==> src/rtl/ysyx_22040759_ifu_pkg.sv <==
// Shared constants for the instruction fetch unit: FSM encodings and reset fetch address.
package ysyx_22040759_ifu_pkg;

  typedef enum logic [1:0] {
    ST_IDLE = 2'b00,
    ST_REQ  = 2'b01,
    ST_WAIT = 2'b10,
    ST_HOLD = 2'b11
  } ifu_state_t;

  localparam logic [63:0] IFU_RESET_PC = 64'h0000_0000_8000_0000;

  // Instruction fetches are always word aligned.
  function automatic logic [63:0] align_pc(input logic [63:0] a);
    return a & ~64'd3;
  endfunction

endpackage

==> src/rtl/ysyx_22040759_ifu.sv <==
// Instruction fetch unit: one outstanding imem request, holds one instruction for decode.
// Redirects from execute replace the pc and discard any response already in flight.
module ysyx_22040759_ifu
  import ysyx_22040759_ifu_pkg::*;
#(
  parameter logic [63:0] RESET_PC = IFU_RESET_PC
) (
  input  logic        clk,
  input  logic        rst,
  output logic        imem_req_valid,
  input  logic        imem_req_ready,
  output logic [63:0] imem_req_addr,
  input  logic        imem_resp_valid,
  input  logic [31:0] imem_resp_data,
  output logic        inst_valid,
  input  logic        inst_ready,
  output logic [31:0] inst,
  output logic [63:0] inst_pc,
  input  logic        redirect_valid,
  input  logic [63:0] redirect_pc
);

  ifu_state_t  state;
  logic [63:0] pc;
  logic        drop;
  logic [63:0] redirect_target;

  assign redirect_target = align_pc(redirect_pc);

  assign imem_req_valid = (state == ST_REQ);
  assign inst_valid     = (state == ST_HOLD);
  assign imem_req_addr  = pc;

  always_ff @(posedge clk or posedge rst) begin
    if (rst) begin
      state   <= ST_IDLE;
      pc      <= align_pc(RESET_PC);
      drop    <= 1'b0;
      inst    <= 32'h0;
      inst_pc <= align_pc(RESET_PC);
    end else begin
      case (state)
        ST_IDLE: begin
          if (redirect_valid) pc <= redirect_target;
          state <= ST_REQ;
        end

        ST_REQ: begin
          // A redirect racing an accepted request: the old address is already
          // in memory, so its response must be thrown away.
          if (redirect_valid) pc <= redirect_target;
          if (imem_req_ready) begin
            state <= ST_WAIT;
            if (redirect_valid) drop <= 1'b1;
          end
        end

        ST_WAIT: begin
          if (redirect_valid) begin
            pc <= redirect_target;
            if (imem_resp_valid) begin
              drop  <= 1'b0;
              state <= ST_REQ;
            end else begin
              drop <= 1'b1;
            end
          end else if (imem_resp_valid) begin
            if (drop) begin
              drop  <= 1'b0;
              state <= ST_REQ;
            end else begin
              inst    <= imem_resp_data;
              inst_pc <= pc;
              state   <= ST_HOLD;
            end
          end
        end

        ST_HOLD: begin
          if (redirect_valid) begin
            pc    <= redirect_target;
            state <= ST_REQ;
          end else if (inst_ready) begin
            pc    <= pc + 64'd4;
            state <= ST_REQ;
          end
        end

        default: state <= ST_IDLE;
      endcase
    end
  end

endmodule
==> config.mk <==
export PLATFORM = sky130hd
export DESIGN_NAME = ysyx_22040759_ifu
export DESIGN_NICKNAME = d
export VERILOG_FILES = /design/src/rtl/ysyx_22040759_ifu_pkg.sv /design/src/rtl/ysyx_22040759_ifu.sv
export SDC_FILE = /design/constraint.sdc
export NUM_CORES = 1
export LEC_CHECK = 0
export CORE_MARGIN = 4
export CORE_UTILIZATION = 46
export DETAILED_ROUTE_END_ITERATION = 12
export HOLD_SLACK_MARGIN = 0.12
export PLACE_DENSITY = 0.87
export RECOVER_POWER = 100
export SLEW_MARGIN = 20
export SYNTH_ARGS = -nofsm -noshare
export SYNTH_HDL_FRONTEND = slang
export SYNTH_SLANG_ARGS = --single-unit
==> constraint.sdc <==
create_clock -name clk -period 6.3 [get_ports clk]
set_input_delay 0.945 -clock clk [delete_from_list [all_inputs] [get_ports clk]]
set_output_delay 0.945 -clock clk [all_outputs]
set_load 0.03 [all_outputs]
## Yosys cells after proc, flatten, opt, wreduce, memory -nomap -nowiden

Cells that the tools add are included.

- Bits in registers: 163
- Bits in latches: 0
- Memory bits (writable): 0
- Memory bits (read-only): 0
- Input port bits: 102
- Output and inout port bits: 162
- Memories kept: 0

- Add/sub/neg operators: 1
- Multipliers: 0
- Divide/modulo/power cells: 0
- Magnitude comparators: 0
- Eq/ne operators: 9
- Shift operators: 0
- Mux-type cells: 18
- Bitwise gates (word level): 2
- Reductions and logical operators: 7

Operator list:

| cell | number |
|---|---|
| 64-bit two-way mux | 3 |
| 64-bit case mux with 2 select lines | 1 |
| 64-bit by 3-bit adder with 64-bit output, second input constant | 1 |
| 2-bit two-way mux | 7 |
| 2-bit case mux with 4 select lines | 1 |
| 4-bit AND reduction | 2 |
| 2-bit by 1-bit inequality test with 1-bit output, second input constant | 3 |
| 1-bit two-way mux | 5 |
| 2-bit equality test, second input constant | 2 |
| 3-bit by 1-bit inequality test with 1-bit output, second input constant | 1 |
| 3-bit inequality test, second input constant | 1 |
| 3-bit AND reduction | 1 |
| 3-bit OR reduction | 1 |
| 2-bit by 1-bit equality test with 1-bit output, second input constant | 1 |
| 2-bit zero test | 1 |
| 2-bit inequality test, second input constant | 1 |
| 1-bit NOT | 2 |
| 1-bit case mux with 2 select lines | 1 |
| 2-bit AND reduction | 1 |
| 2-bit nonzero test | 1 |

## Logic depth before layout (Yosys ltp)

- Depth in word-level cells: 4
- Mapped depth: 10
- Gate-level depth less buffers: 7

## Worst setup path after synthesis

OpenSTA, ideal clock, no wires.

- Kind: input to register
- Start point: input port redirect_valid
- End point: register inst[0]
- Data arrival time: 2580 ps
- Data required time: 6175 ps
- Setup slack: 3596 ps
- Stages on the path: 5
- Path through: clkbuf_1 > nor4_1 > clkbuf_1 > clkbuf_1 > mux2_2

- Cells in the longest elaborated chain, start to end: 2

RTL lines:

| item | RTL line | RTL |
|---|---|---|
| start: declaration | ysyx_22040759_ifu.sv:19 | `input logic redirect_valid,` |
| 1-bit NOT (no source line) | n/a |  |
| 4-bit AND reduction (no source line) | n/a |  |
| end signal: assignment | ysyx_22040759_ifu.sv:72 | `inst <= imem_resp_data;` |
| end: declaration | ysyx_22040759_ifu.sv:17 | `output logic [31:0] inst,` |

No other way between the ends.
A chain may end at the register's enable or synchronous reset.

## Worst setup path after layout

- Start point: input port redirect_valid
- End point: register pc[53], in the netlist imem_req_addr[53]

- Cells in the longest elaborated chain, start to end: 2
- Elaborated cells between the ends (all ways): 5
- Classes of those cells: eq/ne (2); mux (2); reduce/logical (1)

RTL lines:

| item | RTL line | RTL |
|---|---|---|
| 64-bit two-way mux, or another cell as far along | ysyx_22040759_ifu.sv:80 | `if (redirect_valid) begin` |
| 64-bit case mux with 2 select lines or 2-bit AND reduction (tied branches) | n/a |  |
| end signal: assignment | ysyx_22040759_ifu.sv:44 | `if (redirect_valid) pc <= redirect_target;` |
| end signal: assignment | ysyx_22040759_ifu.sv:81 | `pc <= redirect_target;` |
| end signal: assignment | ysyx_22040759_ifu.sv:84 | `pc <= pc + 64'd4;` |
| end: declaration | ysyx_22040759_ifu.sv:24 | `logic [63:0] pc;` |

Parallel ways exist; a longest one is shown, timed or not.

==> flow_metrics.env <==
export IMPL_outcome="finished with violations"
export IMPL_violations="max-capacitance violations, max-slew violations"
export IMPL_cts_sinks=159
export IMPL_switchingPower_uw=2230
export IMPL_cts_tree="yes"
export IMPL_final_area_sq_um=11200
export IMPL_grt_pass1_wl_microns=39100
export IMPL_initial_utilization_pct=47.1
export IMPL_worst_ep_arrival_time_ns=4.36
export IMPL_synth_area_per_cell_sq_um=10.3
export IMPL_clockRootBuffer="clkbuf_16"
export IMPL_cpMostUsedCell="nand2b_1"
export IMPL_path_buf_inv=2
export IMPL_crit_required_ns=6.65
export IMPL_hp_class="register to register"
export IMPL_die_area_sq_um=19200
export IMPL_cts_inserted_buffers=17
export IMPL_maxSlewHeadroom_pct=-59.2
export IMPL_clockPowerShare_pct=21.9
export IMPL_cpPeakStageDelay_ns=1.31
export IMPL_grt_max_degree=117
export IMPL_power_internal_uw=3020
export IMPL_finalCriticalPeriod_ns=4.01
export IMPL_layout_nets=1104
export IMPL_yosysWarningCount=0
export IMPL_setup_viol=0
export IMPL_cp_max_fo=35
export IMPL_drv_cap=3
export IMPL_wl_microns=24600
export IMPL_fin_ws_ns=2.29
export IMPL_fin_skew_ns=0.00921
export IMPL_grt_pass1_vias=7180
export IMPL_wl_per_cell_microns=20.0
export IMPL_pre_cts_ws_ns=2.71
export IMPL_leakage_uw=0.00469
export IMPL_rows=47
export IMPL_dp_final_hpwl_microns=16900
export IMPL_syn_inst=759
export IMPL_cpMaxStageDelayCell="clkbuf_1"
export IMPL_end_kind="register"
export IMPL_syn_cell_area_sq_um=7840
export IMPL_post_cts_buffers=0
export IMPL_syn2layout_area_growth_pct=42.7
export IMPL_num_fill_cells=1280
export IMPL_drc_errors=0
export IMPL_place_area_sq_um=10600
export IMPL_place_gp_congestion=0.829
export IMPL_gr_total_overflow=0
export IMPL_maxSlewViolCount=176
export IMPL_htreeDepth=4
export IMPL_rsz0062_at_grt="false"
export IMPL_async_reset_ff_share_pct=100
export IMPL_ys_types=60
export IMPL_port_buffers=257
export IMPL_postRouteAntennaNets=0
export IMPL_via_count=7184
export IMPL_ys_seq_area_share_pct=50.8
export IMPL_ys_ff_latch=159
export IMPL_worstSetupPathType="input pin to register"
export IMPL_fin_util_pct=67.2
export IMPL_cts_buffer_depth=2
export IMPL_path_clk_slew_ns=0.07
export IMPL_pwr_density_cell_nw_per_um2=469
export IMPL_timing_critical_path_cells="dlygate4sd3_1 -> nand2b_1 -> clkbuf_1 -> nand2_1 -> nand2b_1 -> a31oi_1 -> nor3_1"
export IMPL_max_freq_mhz=249
export IMPL_swShare_pct=42.4
export IMPL_hold_violations=0
export IMPL_worstSetupStartpointType="input pin"
export IMPL_power_frac_seq_pct=34.0
export IMPL_cp_top_family="buffers and inverters"
export IMPL_die_w_microns=139
export IMPL_fin_setup_tns_ns=0
export IMPL_drt_iter0_drc=742
export IMPL_antenna_found_initial=1
export IMPL_share_comb_of_total_power_pct=44.2
export IMPL_grt_use_total_pct=25.1
export IMPL_synth_edf_count=0
export IMPL_clk_latency_ns=0.43
export IMPL_die_h_microns=139
export IMPL_viasPerCell=5.84
export IMPL_worst_slew_pin_slew_ns=2.39
export IMPL_drive_gt1_share_pct=14.6
export IMPL_core_sq_um=16600
export IMPL_num_io_pins=264
export IMPL_synthFlopType="dfrtp_1"
export IMPL_holdBufCountCts=0
export IMPL_drt_first_pass_iters=5
export IMPL_cts_resized=0
export IMPL_finalCritPeriodShare_pct=63.7
export IMPL_ir_worst_vdd_mv=0.331
==> path summary, 6_finish.rpt <==
kind	slack, ns	depth (start not counted)	end	startpoint
worst max-delay path	2.29	7	imem_req_addr[53]	redirect_valid
worst min-delay path	0.50	1	inst_pc[32]	inst_pc[32]
worst max register to register	2.76	6	inst_pc[27]	state[0]
worst min register to register	0.50	1	inst_pc[32]	inst_pc[32]
max in group asynchronous	2.39	3	inst_pc[25]	rst
min in group asynchronous	1.11	2	inst[0]	rst
==> metal layers <==
metal,track usage [%],wire length [microns],up-vias
li1,-,-,3290
met1,31.6,9770,3484
met2,41.9,12100,369
met3,7.59,2270,41
met4,7.75,463,0
met5,0,0,-
==> registers in the layout (all words and copies together), names as in the netlist <==
name	flops
imem_req_addr	62
inst_pc	62
inst	32
state	2
drop	1
==> synth_stat cells, types with 2 or more instances <==
cell type  count  area [sq um]
ha_1           6          75.1
clkbuf_1      40           150
inv_1          9          33.8
a22oi_1        2          15.0
o21ai_0       39           195
mux2i_1        5          50.1
and2_1         7          43.8
nand2_1       54           203
or2_2          3          18.8
a2bb2oi_1      2          17.5
and3_1        13          81.3
mux2_2        94          1060
or3_2          2          15.0
buf_4          4          30.0
nor2_1        46           173
or4_1          2          15.0
nand3_1       43           215
a311oi_1       7          61.3
or3_1         11          68.8
nand4_1       18           113
a211oi_1       6          45.0
clkbuf_2       2          10.0
and3_2         2          15.0
a21oi_1       62           310
or4_4          2          22.5
dfstp_2        2          52.6
buf_1          2          7.51
o32ai_1        2          17.5
o211ai_1       3          22.5
nor4_1        12          75.1
a21o_1         4          30.0
nor3_1        27           135
nand2b_1       6          37.5
and4_1         4          35.0
a31oi_1       12          75.1
o22ai_1       13          81.3
o22a_1        10          87.6
dfrtp_1      157          3930
o31ai_1        3          22.5
==> worst reg2reg max path, cell delays in order (launching register included) <==
cell and delay [ns]:
dfrtp_1 0.45, inv_1 0.09, ha_1 0.18, inv_1 0.08, nor4_1 0.32, clkbuf_2 1.72, mux2_2 0.58
==> power by group through the flow <==
stage	Clock (uW)	Sequential [uW]	Combinational [uW]
2_1_floorplan	0	2480	689
3_3_place_gp	0	1780	2430
3_5_place_dp	0	1810	2470
4_1_cts	1160	1800	2480
5_1_grt	1200	1840	2460
6_report	1150	1780	2320
==> final cells by class <==
type | count | area, sq um | share of cell area (%)
sequential | 159 | 3980 | 35.6
multi-input combinational | 543 | 3610 | 32.3
timing repair buffer | 266 | 2620 | 23.4
clock buffer | 17 | 425 | 3.80
tap | 220 | 275 | 2.46
clock inverter | 15 | 228 | 2.04
inverter | 9 | 41.3 | 0.369
antenna | 1 | 2.50 | 0.0224
==> per-stage QoR <==
step | hold WS, ns | instances | power, uW
floorplan | 0.500 | 762 | 3170
global placement | 0.488 | 1197 | 4210
detailed placement | 0.494 | 1197 | 4280
CTS | 0.510 | 1229 | 5440
global route | 0.513 | 1230 | 5500
finish | 0.499 | 1230 | 5250
==> cell usage in the layout (no fill, tap or decap), drive strengths merged, types with 4 or more instances in the layout <==
cell type      Yosys  routed
a211oi             6       6
a21o               4       4
a21oi             62      62
a311oi             7       7
a31oi             12      12
and2               7       7
and3              15      15
and4               5       5
bufinv             0       4
clkbuf            43      23
clkdlybuf4s50      0      97
clkinv             0       5
conb               1       4
dfrtp            157     157
dlygate4sd3        0     160
ha                 6       6
inv                9      14
mux2              94      94
mux2i              5       5
nand2             55      55
nand2b             6       6
nand3             43      43
nand4             19      19
nor2              46      46
nor3              27      27
nor4              12      12
o21ai             39      39
o22a              10      10
o22ai             13      13
or3               14      14
or4                4       4
==> cell families after synthesis <==
group,synth area share [%]
buffers and inverters,3.34
other,0.0478
flip-flops,50.8
multiplexers,14.1
AND/OR/NAND/NOR,17.1
adder cells (fa/ha/maj),0.958
AO/OA/AOI/OAI,13.6
Power figures use the tool's default switching activity.
